**src/rtl/uart_baud_gen.sv**
```systemverilog
// Fractional baud-rate generator for the UART path.
// Two fractional divider engines are kept: RX can be re-aligned to a start-bit edge,
// while TX runs free. Both share one pending-divisor register, and each engine adopts a
// new divisor at its own next reload, so a change never cuts a period short.
module uart_baud_gen #(
    parameter int unsigned CLK_FREQ   = 50000000,
    parameter int unsigned BAUD       = 115200,
    parameter int unsigned OVERSAMPLE = 16,
    parameter int unsigned DIV_WIDTH  = 16,
    parameter int unsigned FRAC_BITS  = 4,
    // Rounded CLK_FREQ * 2^FRAC_BITS / (BAUD * OVERSAMPLE)
    parameter int unsigned DEF_DIV    = 32'((64'(CLK_FREQ) * (64'd2 << FRAC_BITS)
                                             + 64'(BAUD) * 64'(OVERSAMPLE))
                                            / (64'd2 * 64'(BAUD) * 64'(OVERSAMPLE)))
) (
    input  logic                 clk,
    input  logic                 rst,
    input  logic                 en,
    input  logic                 div_load,
    input  logic [DIV_WIDTH-1:0] div_int,
    input  logic [FRAC_BITS-1:0] div_frac,
    input  logic                 rx_resync,
    output logic                 rx_tick,
    output logic                 rx_sample,
    output logic                 tx_tick
);

    localparam int unsigned PHASE_W = $clog2(OVERSAMPLE);

    localparam logic [PHASE_W-1:0]   HALF_PHASE = PHASE_W'(OVERSAMPLE / 2 - 1);
    localparam logic [PHASE_W-1:0]   LAST_PHASE = PHASE_W'(OVERSAMPLE - 1);
    localparam logic [DIV_WIDTH-1:0] MIN_INT    = DIV_WIDTH'(2);
    localparam logic [DIV_WIDTH-1:0] ONE_INT    = DIV_WIDTH'(1);
    localparam logic [DIV_WIDTH-1:0] DEF_INT    = DIV_WIDTH'(DEF_DIV >> FRAC_BITS);
    localparam logic [FRAC_BITS-1:0] DEF_FRAC   = FRAC_BITS'(DEF_DIV);
    localparam logic [DIV_WIDTH-1:0] RST_CNT    = ((DEF_INT < MIN_INT) ? MIN_INT : DEF_INT)
                                                  - ONE_INT;

    typedef struct packed {
        logic [DIV_WIDTH-1:0] cnt;
        logic [FRAC_BITS-1:0] acc;
    } reload_t;

    // Divisors below 2 would give a tick every cycle or never; hold them at 2.
    function automatic logic [DIV_WIDTH-1:0] clamp_int(input logic [DIV_WIDTH-1:0] v);
        return (v < MIN_INT) ? MIN_INT : v;
    endfunction

    // Reload step: the fractional carry stretches this period by one cycle.
    function automatic reload_t reload(input logic [DIV_WIDTH-1:0] int_v,
                                       input logic [FRAC_BITS-1:0] frac_v,
                                       input logic [FRAC_BITS-1:0] acc_v);
        logic [FRAC_BITS:0] sum;
        reload_t            r;
        sum   = {1'b0, acc_v} + {1'b0, frac_v};
        r.acc = sum[FRAC_BITS-1:0];
        r.cnt = clamp_int(int_v) - ONE_INT + DIV_WIDTH'(sum[FRAC_BITS]);
        return r;
    endfunction

    // Shared pending divisor
    logic [DIV_WIDTH-1:0] pend_int_q, pend_int_d;
    logic [FRAC_BITS-1:0] pend_frac_q, pend_frac_d;

    // RX engine
    logic [DIV_WIDTH-1:0] rx_cnt_q, rx_cnt_d;
    logic [FRAC_BITS-1:0] rx_acc_q, rx_acc_d;
    logic [DIV_WIDTH-1:0] rx_int_q, rx_int_d;
    logic [FRAC_BITS-1:0] rx_frac_q, rx_frac_d;
    logic                 rx_pend_q, rx_pend_d;
    logic [PHASE_W-1:0]   rx_phase_q, rx_phase_d;
    logic                 rx_tick_q, rx_tick_d;
    logic                 rx_sample_q, rx_sample_d;
    reload_t              rx_rl;

    // TX engine
    logic [DIV_WIDTH-1:0] tx_cnt_q, tx_cnt_d;
    logic [FRAC_BITS-1:0] tx_acc_q, tx_acc_d;
    logic [DIV_WIDTH-1:0] tx_int_q, tx_int_d;
    logic [FRAC_BITS-1:0] tx_frac_q, tx_frac_d;
    logic                 tx_pend_q, tx_pend_d;
    logic [PHASE_W-1:0]   tx_phase_q, tx_phase_d;
    logic                 tx_tick_q, tx_tick_d;
    reload_t              tx_rl;

    // Pending divisor capture; works regardless of en.
    always_comb begin
        pend_int_d  = pend_int_q;
        pend_frac_d = pend_frac_q;
        if (div_load) begin
            pend_int_d  = div_int;
            pend_frac_d = div_frac;
        end
    end

    // RX engine next state: resync beats both en and a coincident reload.
    always_comb begin
        rx_cnt_d    = rx_cnt_q;
        rx_acc_d    = rx_acc_q;
        rx_int_d    = rx_int_q;
        rx_frac_d   = rx_frac_q;
        rx_pend_d   = rx_pend_q;
        rx_phase_d  = rx_phase_q;
        rx_tick_d   = 1'b0;
        rx_sample_d = 1'b0;
        rx_rl       = '0;

        if (rx_resync) begin
            if (rx_pend_q) begin
                rx_int_d  = pend_int_q;
                rx_frac_d = pend_frac_q;
                rx_pend_d = 1'b0;
            end
            // Half a tick period puts the first tick near the middle of a sub-bit.
            rx_cnt_d   = clamp_int(rx_int_d) >> 1;
            rx_acc_d   = '0;
            rx_phase_d = '0;
        end else if (en) begin
            if (rx_cnt_q == '0) begin
                if (rx_pend_q) begin
                    rx_int_d  = pend_int_q;
                    rx_frac_d = pend_frac_q;
                    rx_pend_d = 1'b0;
                end
                rx_rl       = reload(rx_int_d, rx_frac_d, rx_acc_q);
                rx_cnt_d    = rx_rl.cnt;
                rx_acc_d    = rx_rl.acc;
                rx_phase_d  = rx_phase_q + PHASE_W'(1);
                rx_tick_d   = 1'b1;
                rx_sample_d = (rx_phase_q == HALF_PHASE);
            end else begin
                rx_cnt_d = rx_cnt_q - ONE_INT;
            end
        end

        // A load on the adoption edge keeps the newer value pending.
        if (div_load) begin
            rx_pend_d = 1'b1;
        end
    end

    // TX engine next state: free-running, only en and divisor loads affect it.
    always_comb begin
        tx_cnt_d   = tx_cnt_q;
        tx_acc_d   = tx_acc_q;
        tx_int_d   = tx_int_q;
        tx_frac_d  = tx_frac_q;
        tx_pend_d  = tx_pend_q;
        tx_phase_d = tx_phase_q;
        tx_tick_d  = 1'b0;
        tx_rl      = '0;

        if (en) begin
            if (tx_cnt_q == '0) begin
                if (tx_pend_q) begin
                    tx_int_d  = pend_int_q;
                    tx_frac_d = pend_frac_q;
                    tx_pend_d = 1'b0;
                end
                tx_rl      = reload(tx_int_d, tx_frac_d, tx_acc_q);
                tx_cnt_d   = tx_rl.cnt;
                tx_acc_d   = tx_rl.acc;
                tx_phase_d = tx_phase_q + PHASE_W'(1);
                tx_tick_d  = (tx_phase_q == LAST_PHASE);
            end else begin
                tx_cnt_d = tx_cnt_q - ONE_INT;
            end
        end

        if (div_load) begin
            tx_pend_d = 1'b1;
        end
    end

    // Pending divisor register
    always_ff @(posedge clk or posedge rst) begin
        if (rst) begin
            pend_int_q  <= DEF_INT;
            pend_frac_q <= DEF_FRAC;
        end else begin
            pend_int_q  <= pend_int_d;
            pend_frac_q <= pend_frac_d;
        end
    end

    // RX engine state and registered RX pulses
    always_ff @(posedge clk or posedge rst) begin
        if (rst) begin
            rx_cnt_q    <= RST_CNT;
            rx_acc_q    <= '0;
            rx_int_q    <= DEF_INT;
            rx_frac_q   <= DEF_FRAC;
            rx_pend_q   <= 1'b0;
            rx_phase_q  <= '0;
            rx_tick_q   <= 1'b0;
            rx_sample_q <= 1'b0;
        end else begin
            rx_cnt_q    <= rx_cnt_d;
            rx_acc_q    <= rx_acc_d;
            rx_int_q    <= rx_int_d;
            rx_frac_q   <= rx_frac_d;
            rx_pend_q   <= rx_pend_d;
            rx_phase_q  <= rx_phase_d;
            rx_tick_q   <= rx_tick_d;
            rx_sample_q <= rx_sample_d;
        end
    end

    // TX engine state and registered TX pulse
    always_ff @(posedge clk or posedge rst) begin
        if (rst) begin
            tx_cnt_q   <= RST_CNT;
            tx_acc_q   <= '0;
            tx_int_q   <= DEF_INT;
            tx_frac_q  <= DEF_FRAC;
            tx_pend_q  <= 1'b0;
            tx_phase_q <= '0;
            tx_tick_q  <= 1'b0;
        end else begin
            tx_cnt_q   <= tx_cnt_d;
            tx_acc_q   <= tx_acc_d;
            tx_int_q   <= tx_int_d;
            tx_frac_q  <= tx_frac_d;
            tx_pend_q  <= tx_pend_d;
            tx_phase_q <= tx_phase_d;
            tx_tick_q  <= tx_tick_d;
        end
    end

    assign rx_tick   = rx_tick_q;
    assign rx_sample = rx_sample_q;
    assign tx_tick   = tx_tick_q;

endmodule
```
**config.mk**
```make
export PLATFORM = sky130hd
export DESIGN_NAME = uart_baud_gen
export DESIGN_NICKNAME = d
export VERILOG_FILES = /design/src/rtl/uart_baud_gen.sv
export SDC_FILE = /design/constraint.sdc
export NUM_CORES = 1
export LEC_CHECK = 0
export ABC_AREA = 0
export BUFFER_PORTS_ARGS = -buffer_cell sky130_fd_sc_hd__buf_2
export CORE_MARGIN = 2
export CORE_UTILIZATION = 50
export CTS_CLUSTER_DIAMETER = 100
export DETAILED_ROUTE_END_ITERATION = 8
export PLACE_DENSITY = 0.72
export REMOVE_ABC_BUFFERS = 1
export SLEW_MARGIN = 10
export SYNTH_ARGS = -nofsm -noshare
export SYNTH_HDL_FRONTEND = slang
export SYNTH_SLANG_ARGS = --single-unit
```
**constraint.sdc**
```tcl
create_clock -name clk -period 7.05 [get_ports clk]
set_input_delay 1.41 -clock clk [delete_from_list [all_inputs] [get_ports clk]]
set_output_delay 1.41 -clock clk [all_outputs]
set_load 0.01 [all_outputs]
```
==> impl_metrics.toml, run 1 <==
[timing]
relSlewSlack = 0.3816
rsz0062_at_grt = "no"
fin_setup_tns_ps = 0
finalMaxSlewViolations = 0
worst_slew_pin_slew_ps = 927.6
clock.fmax_ghz = 0.2350
period_needed_ps = 4256
clock_skew_ps = 7.496
period_share = 0.6037
finalHoldViolations = 0
setup_viol = 0

[yosys]
ys_warn_count = 0
synth_most_common_cell = "dfrtp_1"
synth_edf_count = 0
ys_seq_area_frac = 0.4202
yosys-top-cells-count = "dfrtp_1, nor2_1, mux2_2, a21oi_1, o21ai_0"
synth.avg_cell_area_sq_um = 9.718
synth_top_area_frac = 0.3389
ys_types = 60
async_reset_ff_frac = 1.000
synth_seq_cells = 113
synthesis.instances = 699
yosys.area.top_type = "dfrtp_1"
syn_area_sq_um = 6793
synth_area_leaders = "dfrtp_1, mux2_2, dfstp_2"
synth-main-ff-cell = "dfrtp_1"

[global_route]
grt_pass1_wl_mm = 26.55
grt_max_degree = 68
grt_pass1_vias = 5308
antenna_found_initial = 0
overflow = 0
grtUsageTotal = 0.2303

[routing]
wl_met1_mm = 7.216
wl_met3_microns = 852
drcViolationCount = 0
wirelength_mm = 15.53
initialDrtViolationCount = 377
dr.pass1.iters = 5
viasPerCell = 6.052
ant_nets = 0
highest_layer = "met4"
route.vias.total = 5447
wire_per_inst_microns = 17.25
dr_wl_met2_mm = 7.185

[placement]
place.detailed.hpwl_mm = 10.76
io_buffers = 27
gp_congestion = 0.8899

[final_layout]
nFillCells = 1158
diodes = 0
final_layout_size_suffix_gt1_frac = 0.2030
multiInputGateArea_sq_um = 3710
num-nets-final = 757
area_growth_pct = 13.21
regArea_sq_um = 2854

[power]
leakagePower_nw = 3.327
finalPower_mw = 2.128
ir_drop_uv = 184.8
powerDensity_nw_per_um2 = 276.8

[floorplanning]
die-height_microns = 120.6
initial_core_util = 0.5129
rows = 42
io_pins = 28
die_area_sq_um = 14530
core_sq_um = 13240
die_w_microns = 120.6

[run]
cap_violations = 0

[cts]
cts_sinks = 113
clock_latency_ps = 420
htree_num_levels = 4
cts-resized-gates = 0
cts_post_setup_buffers_inserted = 0
clock_path_buffers = 2
clockRootBuffer = "clkbuf_16"
cts_tree = "built"
cts_hold_buf = 0
path_clk_slew_ps = 50
numCtsBuffers = 17

[setup_path]
crit_path_start = "rx_pend_q$_DFFE_PP0P_"
cp.arrival_ps = 4550
r2r_start = "rx_pend_q$_DFFE_PP0P_"
start_kind = "flop"
required_ps = 7340
cp_max_fo = 26
cp-end-kind = "flop"
critPathKind = "flop to flop"

[status]
status = "completed"

[hold_path]
hold_class = "flop to flop"
worstHoldStart = "rx_phase_q[3]$_DFFE_PP0P_"
-- cells in the final DEF (no fill, tap or decap), drive strengths merged, types with 7 or more instances in the layout --
master and instances:
buf 31, dfrtp 92, a21o 9, or4 7
nor2 57, nor3b 11, o211ai 7, mux2i 35
xor2 16, mux2 53, o21ai 52, nor4 18
dfstp 21, xnor2 21, nor3 29, a21oi 51
clkbuf 21, a211oi 8, inv 20, nand2 43
nand3 12, ha 19
-- stage by stage --
stage	cells	setup slack, ps	cell area, sq um	hold WS (ps)	util
final	900	2794	7690	440.5	0.5807
after global routing	900	2369	7690	453.0	0.5807
after CTS	900	2784	7681	445.7	0.5800
after detailed placement	868	2338	7022	442.6	0.5302
after global placement	868	2437	7022	440.1	0.5302
after floorplan	661	2687	6628	427.8	-
-- final cells by class --
type                            instances  area share
Sequential cell                       113      0.3711
Tap cell                              176     0.02864
Timing Repair Buffer                   31     0.02148
Clock inverter                         11     0.02717
Clock buffer                           21     0.05857
Inverter                               21     0.01058
Multi-Input combinational cell        527      0.4824
-- sequential cells by signal (all words and copies together), names as in the netlist, 4 cells and up --
name,flops
tx_int_q,16
rx_int_q,16
rx_cnt_q,16
rx_acc_q,4
pend_frac_q,4
rx_frac_q,4
pend_int_q,16
tx_frac_q,4
rx_phase_q,4
tx_phase_q,4
tx_cnt_q,16
tx_acc_q,4
-- per-layer routing --
metal	vias to the layer above	track usage
li1	2583	-
met1	2682	0.3281
met2	159	0.3429
met3	23	0.05708
met4	0	0.07994
met5	-	0
-- report_power, final --
part           internal, mW  total [mW]  switching [mW]  leakage [nW]
clock network         0.669       0.968           0.299         0.325
logic                 0.137       0.313           0.176          1.63
registers             0.744       0.848           0.104          1.37
total                  1.55        2.13           0.578          3.33
-- worst max-delay path, stage by stage, from the launching register on --
cell and delay [ps]:
dfrtp_1 950, buf_4 360, mux2i_1 500, o21ai_0 310, nor3_1 300, nand2b_1 90
o211ai_1 100, ha_1 230, inv_1 50, nor3b_1 330, o311ai_2 250, nor3_1 260
nor3_1 80, or3_1 320
-- final timing paths --
check	to	slack, ps	depth (start not counted)
min in group asynchronous	rx_cnt_q[10]$_DFFE_PP0P_	1070	2
setup / recovery	rx_cnt_q[11]$_DFFE_PP0P_	2790	13
hold / removal	rx_sample$_DFF_PP0_	440	1
max in group asynchronous	tx_phase_q[2]$_DFFE_PP0P_	4720	3
hold reg to reg	rx_sample$_DFF_PP0_	440	1
setup reg to reg	rx_cnt_q[11]$_DFFE_PP0P_	2790	13
-- cell families after synthesis --
family / Yosys count / synth area share
simple gates: 217 / 0.1671
flops: 113 / 0.4202
buf+inv: 59 / 0.03592
mux: 88 / 0.1394
compound gates: 164 / 0.1488
xor+xnor: 37 / 0.04771
fa+ha+maj: 21 / 0.04089
Power figures use the tool's default switching activity.
==> inputs of run 2 (changes only) <==
- ABC_AREA: 0 -> 1
- PLACE_DENSITY: 0.72 -> 0.74
- clock period: 7.05 -> 3.9 ns (I/O delays scaled with it)
==> impl_metrics.toml, run 2 <==
[timing]
holdWs_ps = 396.1
finalMaxSlewViolations = 0
setup_viol = 0
period_needed_ps = 3091
worst_slack_ps = 808.6
fin_setup_tns_ps = 0
clock_skew_ps = 6.953
finalHoldViolations = 0
period_share = 0.7927
worst_slew_pin_slew_ps = 579.2
rsz0062_at_grt = "no"
clock.fmax_ghz = 0.3235
relSlewSlack = 0.6133

[power]
seqPwrFrac = 0.383
ir_drop_uv = 305.1
leakagePower_nw = 3.818
intPower_mw = 2.638
powerDensity_nw_per_um2 = 482.3
p_sw_mw = 1.120
p_sw_frac = 0.2980
p_clk_frac = 0.431
p_comb_frac = 0.186

[yosys]
ys_seq_area_frac = 0.4140
synth_seq_cells = 113
yosys.area.top_type = "dfrtp_1"
synthesis.instances = 940
ys_warn_count = 0
ys_types = 46
synth_most_common_cell = "nand2_1"
synth.avg_cell_area_sq_um = 7.333
yosys-top-cells-count = "nand2_1, inv_1, dfrtp_1, o21ai_0, nor2_1"
synth-main-ff-cell = "dfrtp_1"
synth_edf_count = 0
async_reset_ff_frac = 1.000
syn_area_sq_um = 6893
synth_top_area_frac = 0.3340
synth_area_leaders = "dfrtp_1, nand2_1, dfstp_2"

[hold_path]
hold_class = "primary input to asynchronous set/reset pin"

[cts]
clock_latency_ps = 420
cts-resized-gates = 0
clockRootBuffer = "clkbuf_16"
htree_num_levels = 4
cts_tree = "built"
cts_post_setup_buffers_inserted = 0
cts_sinks = 113
cts_hold_buf = 0
path_clk_slew_ps = 60
clock_path_buffers = 2
numCtsBuffers = 17

[global_route]
overflow = 0
grtUsageTotal = 0.2451
grt_pass1_vias = 5920
grt_max_degree = 40
grt_pass1_wl_mm = 28.50
antenna_found_initial = 0

[routing]
ant_nets = 0
wirelength_mm = 16.64
wire_per_inst_microns = 14.36
initialDrtViolationCount = 538
route.vias.total = 6228
drcViolationCount = 0
dr.pass1.iters = 6
viasPerCell = 5.374

[final_layout]
utilization = 0.5837
final_common_cell = "nand2_1"
area_growth_pct = 13.03
num-nets-final = 1016
stdcell_count = 1159
diodes = 0
final_cell_mix = "nand2_1, inv_1, dfrtp_1"
final_layout_size_suffix_gt1_frac = 0.1282

[setup_path]
required_ps = 4190
r2r_slack_ps = 810
crit_path_start = "tx_pend_q$_DFFE_PP0P_"
reg2reg_to = "tx_cnt_q[14]$_DFFE_PP0P_"
cp.arrival_ps = 3380
r2r_cells = 16
cp_max_fo = 22
start_kind = "flop"
critPathKind = "flop to flop"
r2r_start = "tx_pend_q$_DFFE_PP0P_"
cp-end-kind = "flop"

[floorplanning]
core_sq_um = 13350
die-height_microns = 121.4
die_w_microns = 121.4
initial_core_util = 0.5164
die_area_sq_um = 14740
rows = 42
io_pins = 28

[placement]
place_inst = 1127
io_buffers = 27
gp_congestion = 0.8706
place.detailed.hpwl_mm = 11.67
post-place-ws_ps = 919.3

[run]
cap_violations = 0

[status]
status = "completed"
==> run 2: cell families (layout without fill, tap and decap cells) <==
group	after synthesis	in the layout	synth area share
flip-flops	113	113	0.4141
AO/OA/AOI/OAI	175	175	0.1420
AND/OR/NAND/NOR	460	460	0.2830
adder cells (fa/ha/maj)	21	21	0.04030
buffers and inverters	144	187	0.08640
XOR/XNOR	27	27	0.03431
==> run 2: how the worst max path moves through the flow <==
stage                                  to  cells past startpoint
6_report         tx_cnt_q[14]$_DFFE_PP0P_                     16
5_1_grt          tx_cnt_q[14]$_DFFE_PP0P_                     16
4_1_cts          tx_cnt_q[14]$_DFFE_PP0P_                     16
3_5_place_dp     tx_cnt_q[14]$_DFFE_PP0P_                     16
3_3_place_gp     tx_cnt_q[14]$_DFFE_PP0P_                     19
2_1_floorplan  pend_frac_q[0]$_DFFE_PP0P_                      1
==> run 2: critical path, stage by stage (launching register included) <==
cell      delay, ps
dfrtp_1         380
buf_4           210
o21ai_0         410
fa_1            290
o21ai_0         100
a21oi_1         140
ha_1            180
ha_1            160
nand2_1          80
nor2_2          150
nand3_2         130
nor2_2          180
nand3_1         140
xor2_1          170
nand2_1          70
o211ai_1         70
o21ai_1          80
==> run 2: per-stage QoR <==
step	total power, mW	instance area [sq um]
final	3.758	7791
after global routing	3.957	7791
after CTS	3.770	7791
after detailed placement	2.141	7173
after global placement	2.126	7173
after floorplan	1.955	6740
==> run 2: per-layer routing <==
| metal | part of all wire | global-route usage | wire, microns | up-vias |
|---|---|---|---|---|
| met5 | 0 | 0 | 0 | - |
| met4 | 0.015 | 0.08333 | 254 | 0 |
| met3 | 0.053 | 0.05028 | 884 | 22 |
| met2 | 0.45 | 0.3743 | 7557 | 182 |
| met1 | 0.48 | 0.3482 | 7941 | 2927 |
| li1 | - | - | - | 3097 |
==> run 2: power by group through the flow <==
stage	Combinational [mW]	Sequential (mW)	Clock [mW]
after floorplan	0.529	1.43	0
final	0.701	1.44	1.62
after global placement	0.677	1.45	0
after CTS	0.697	1.44	1.64
after global routing	0.812	1.45	1.69
after detailed placement	0.690	1.45	0
==> run 2: final cells by class <==
class,count,area (sq um)
clock inverter,9,130.1
fill,1233,5557
multi-input combinational,683,3443
sequential,113,2854
tap,176,220.2
clock buffer,23,488.0
inverter,118,445.4
timing repair buffer,37,210.2
==> inputs of run 3 (changes only) <==
- PLACE_DENSITY: 0.74 -> 0.72
- clock period: 3.9 -> 2.9 ns (I/O delays scaled with it)
==> impl_metrics.toml, run 3 (same netlist as run 2, synthesis figures left out) <==
[global_route]
grt_pass1_wl_mm = 28.92
grt_pass1_vias = 5900
grtUsageTotal = 0.2496
grt_max_degree = 51
antenna_found_initial = 0
overflow = 0

[final_layout]
final_area_sq_um = 8293
final_layout_size_suffix_gt1_frac = 0.1961
diodes = 0
final_common_cell = "nand2_1"
final_cell_mix = "nand2_1, inv_1, dfrtp_1"
area_growth_pct = 20.31
stdcell_count = 1201
num-nets-final = 1058

[placement]
place_inst = 1155
place_area_sq_um = 7408
gp_congestion = 0.9603
io_buffers = 27
place.detailed.hpwl_mm = 12.08

[cts]
clockRootBuffer = "clkbuf_16"
cts_tree = "built"
cts_sinks = 113
numCtsBuffers = 17
clock_latency_ps = 410
htree_num_levels = 4
path_clk_slew_ps = 50
clock_path_buffers = 2
cts_hold_buf = 0

[timing]
rsz0062_at_grt = "yes"
period_share = 0.9718
finalMaxSlewViolations = 0
clock_skew_ps = 7.951
fin_setup_tns_ps = 0
worst_slew_pin_slew_ps = 987.7
setup_viol = 0
relSlewSlack = 0.3391
clock.fmax_ghz = 0.3548
finalHoldViolations = 0
holdWs_ps = 253.0
period_needed_ps = 2818

[power]
leakagePower_nw = 4.059
seqPwrFrac = 0.382
intPower_mw = 3.549
p_comb_frac = 0.213
p_sw_frac = 0.2992
powerDensity_nw_per_um2 = 610.6
finalPower_mw = 5.064
p_clk_frac = 0.405
p_sw_mw = 1.515
ir_drop_uv = 407.9

[setup_path]
cp_max_fo = 16
r2r_start = "tx_pend_q$_DFFE_PP0P_"
critPathKind = "flop to flop"
reg2reg_to = "tx_cnt_q[14]$_DFFE_PP0P_"
r2r_slack_ps = 80
cp.arrival_ps = 3110
start_kind = "flop"
cp-end-kind = "flop"
r2r_cells = 20
required_ps = 3190

[run]
cap_violations = 0

[status]
status = "completed"

[routing]
wire_per_inst_microns = 14.55
initialDrtViolationCount = 507
wirelength_mm = 17.48
drcViolationCount = 0
route.vias.total = 6437
viasPerCell = 5.360
ant_nets = 0
dr.pass1.iters = 5

[floorplanning]
core_sq_um = 13350
die_area_sq_um = 14740
rows = 42
initial_core_util = 0.5164
die_w_microns = 121.4
die-height_microns = 121.4
io_pins = 28

[hold_path]
hold_class = "primary input to asynchronous set/reset pin"
## run 3: cell types whose count changed in the layout (fill, tap and decap cells not counted), moves of 5 or more
cell / before / now
nor2_4: 1 / 6
nor2_1: 68 / 59
buf_4: 10 / 46
nand2_2: 4 / 13
o21ai_0: 81 / 74
o21ai_2: 1 / 6
nand2_1: 300 / 291
## run 3: final cells by class
type	count	area (sq um)
clock inverters	6	80.08
well taps	176	220.2
fillers	1187	5055
repair buffers	79	605.6
flip-flops and latches	113	2856
inverters	118	447.9
clock buffers	26	499.2
multi-input cells	683	3583
## run 3: routing by layer
layer	vias to the layer above	routed length (microns)	global-route usage
met5	-	0	0
met3	25	1090	0.04511
li1	3183	-	-
met4	0	299	0.07902
met2	218	7762	0.3620
met1	3011	8328	0.3775
## run 3: what timing repair did
| action | in CTS | in global routing |
|---|---|---|
| pin swaps | 0 | 20 |
| setup buffers | 0 | 12 |
| resized for setup | 3 | 50 |
| gates cloned | 0 | 2 |
| endpoints found under the setup margin | 2 | 15 |
## run 3: worst max-delay path, cell delays in order (launching register included)
cell	delay, ps
dfrtp_2	460
inv_4	70
buf_12	150
nand2_1	50
nand2_1	70
nor2_2	150
nand2_1	90
nor2_2	170
nand2_2	120
nand2_2	80
ha_2	200
ha_4	130
nand2_2	70
nor2_4	170
nand3_4	110
nor2_4	150
nand3_2	80
xor2_1	130
nand2_1	70
o211ai_1	80
o21ai_1	90
## run 3: power by group through the flow
stage	logic (mW)	clock network (mW)	registers, mW
6_report	1.08	2.05	1.93
3_5_place_dp	0.988	0	1.95
2_1_floorplan	0.712	0	1.92
4_1_cts	0.998	2.07	1.93
5_1_grt	1.23	2.17	1.96
3_3_place_gp	0.975	0	1.95
## run 3: through the flow
step / worst slack, ps / util
CTS: 28.17 / 0.5985
global placement: 97.58 / 0.5550
global route: -109.3 / 0.6213
detailed placement: 26.46 / 0.5550
floorplan: -632.6 / -
finish: 81.89 / 0.6213
## run 3: how the worst max path moves through the flow
stage                     startpoint                         end  cells after the start
6_report       tx_pend_q$_DFFE_PP0P_    tx_cnt_q[14]$_DFFE_PP0P_                     20
3_3_place_gp   rx_pend_q$_DFFE_PP0P_    rx_cnt_q[14]$_DFFE_PP0P_                     16
2_1_floorplan                    rst  pend_frac_q[0]$_DFFE_PP0P_                      1
3_5_place_dp   tx_pend_q$_DFFE_PP0P_    tx_cnt_q[14]$_DFFE_PP0P_                     19
5_1_grt        tx_pend_q$_DFFE_PP0P_    tx_cnt_q[14]$_DFFE_PP0P_                     20
4_1_cts        rx_pend_q$_DFFE_PP0P_    rx_cnt_q[12]$_DFFE_PP0P_                     15
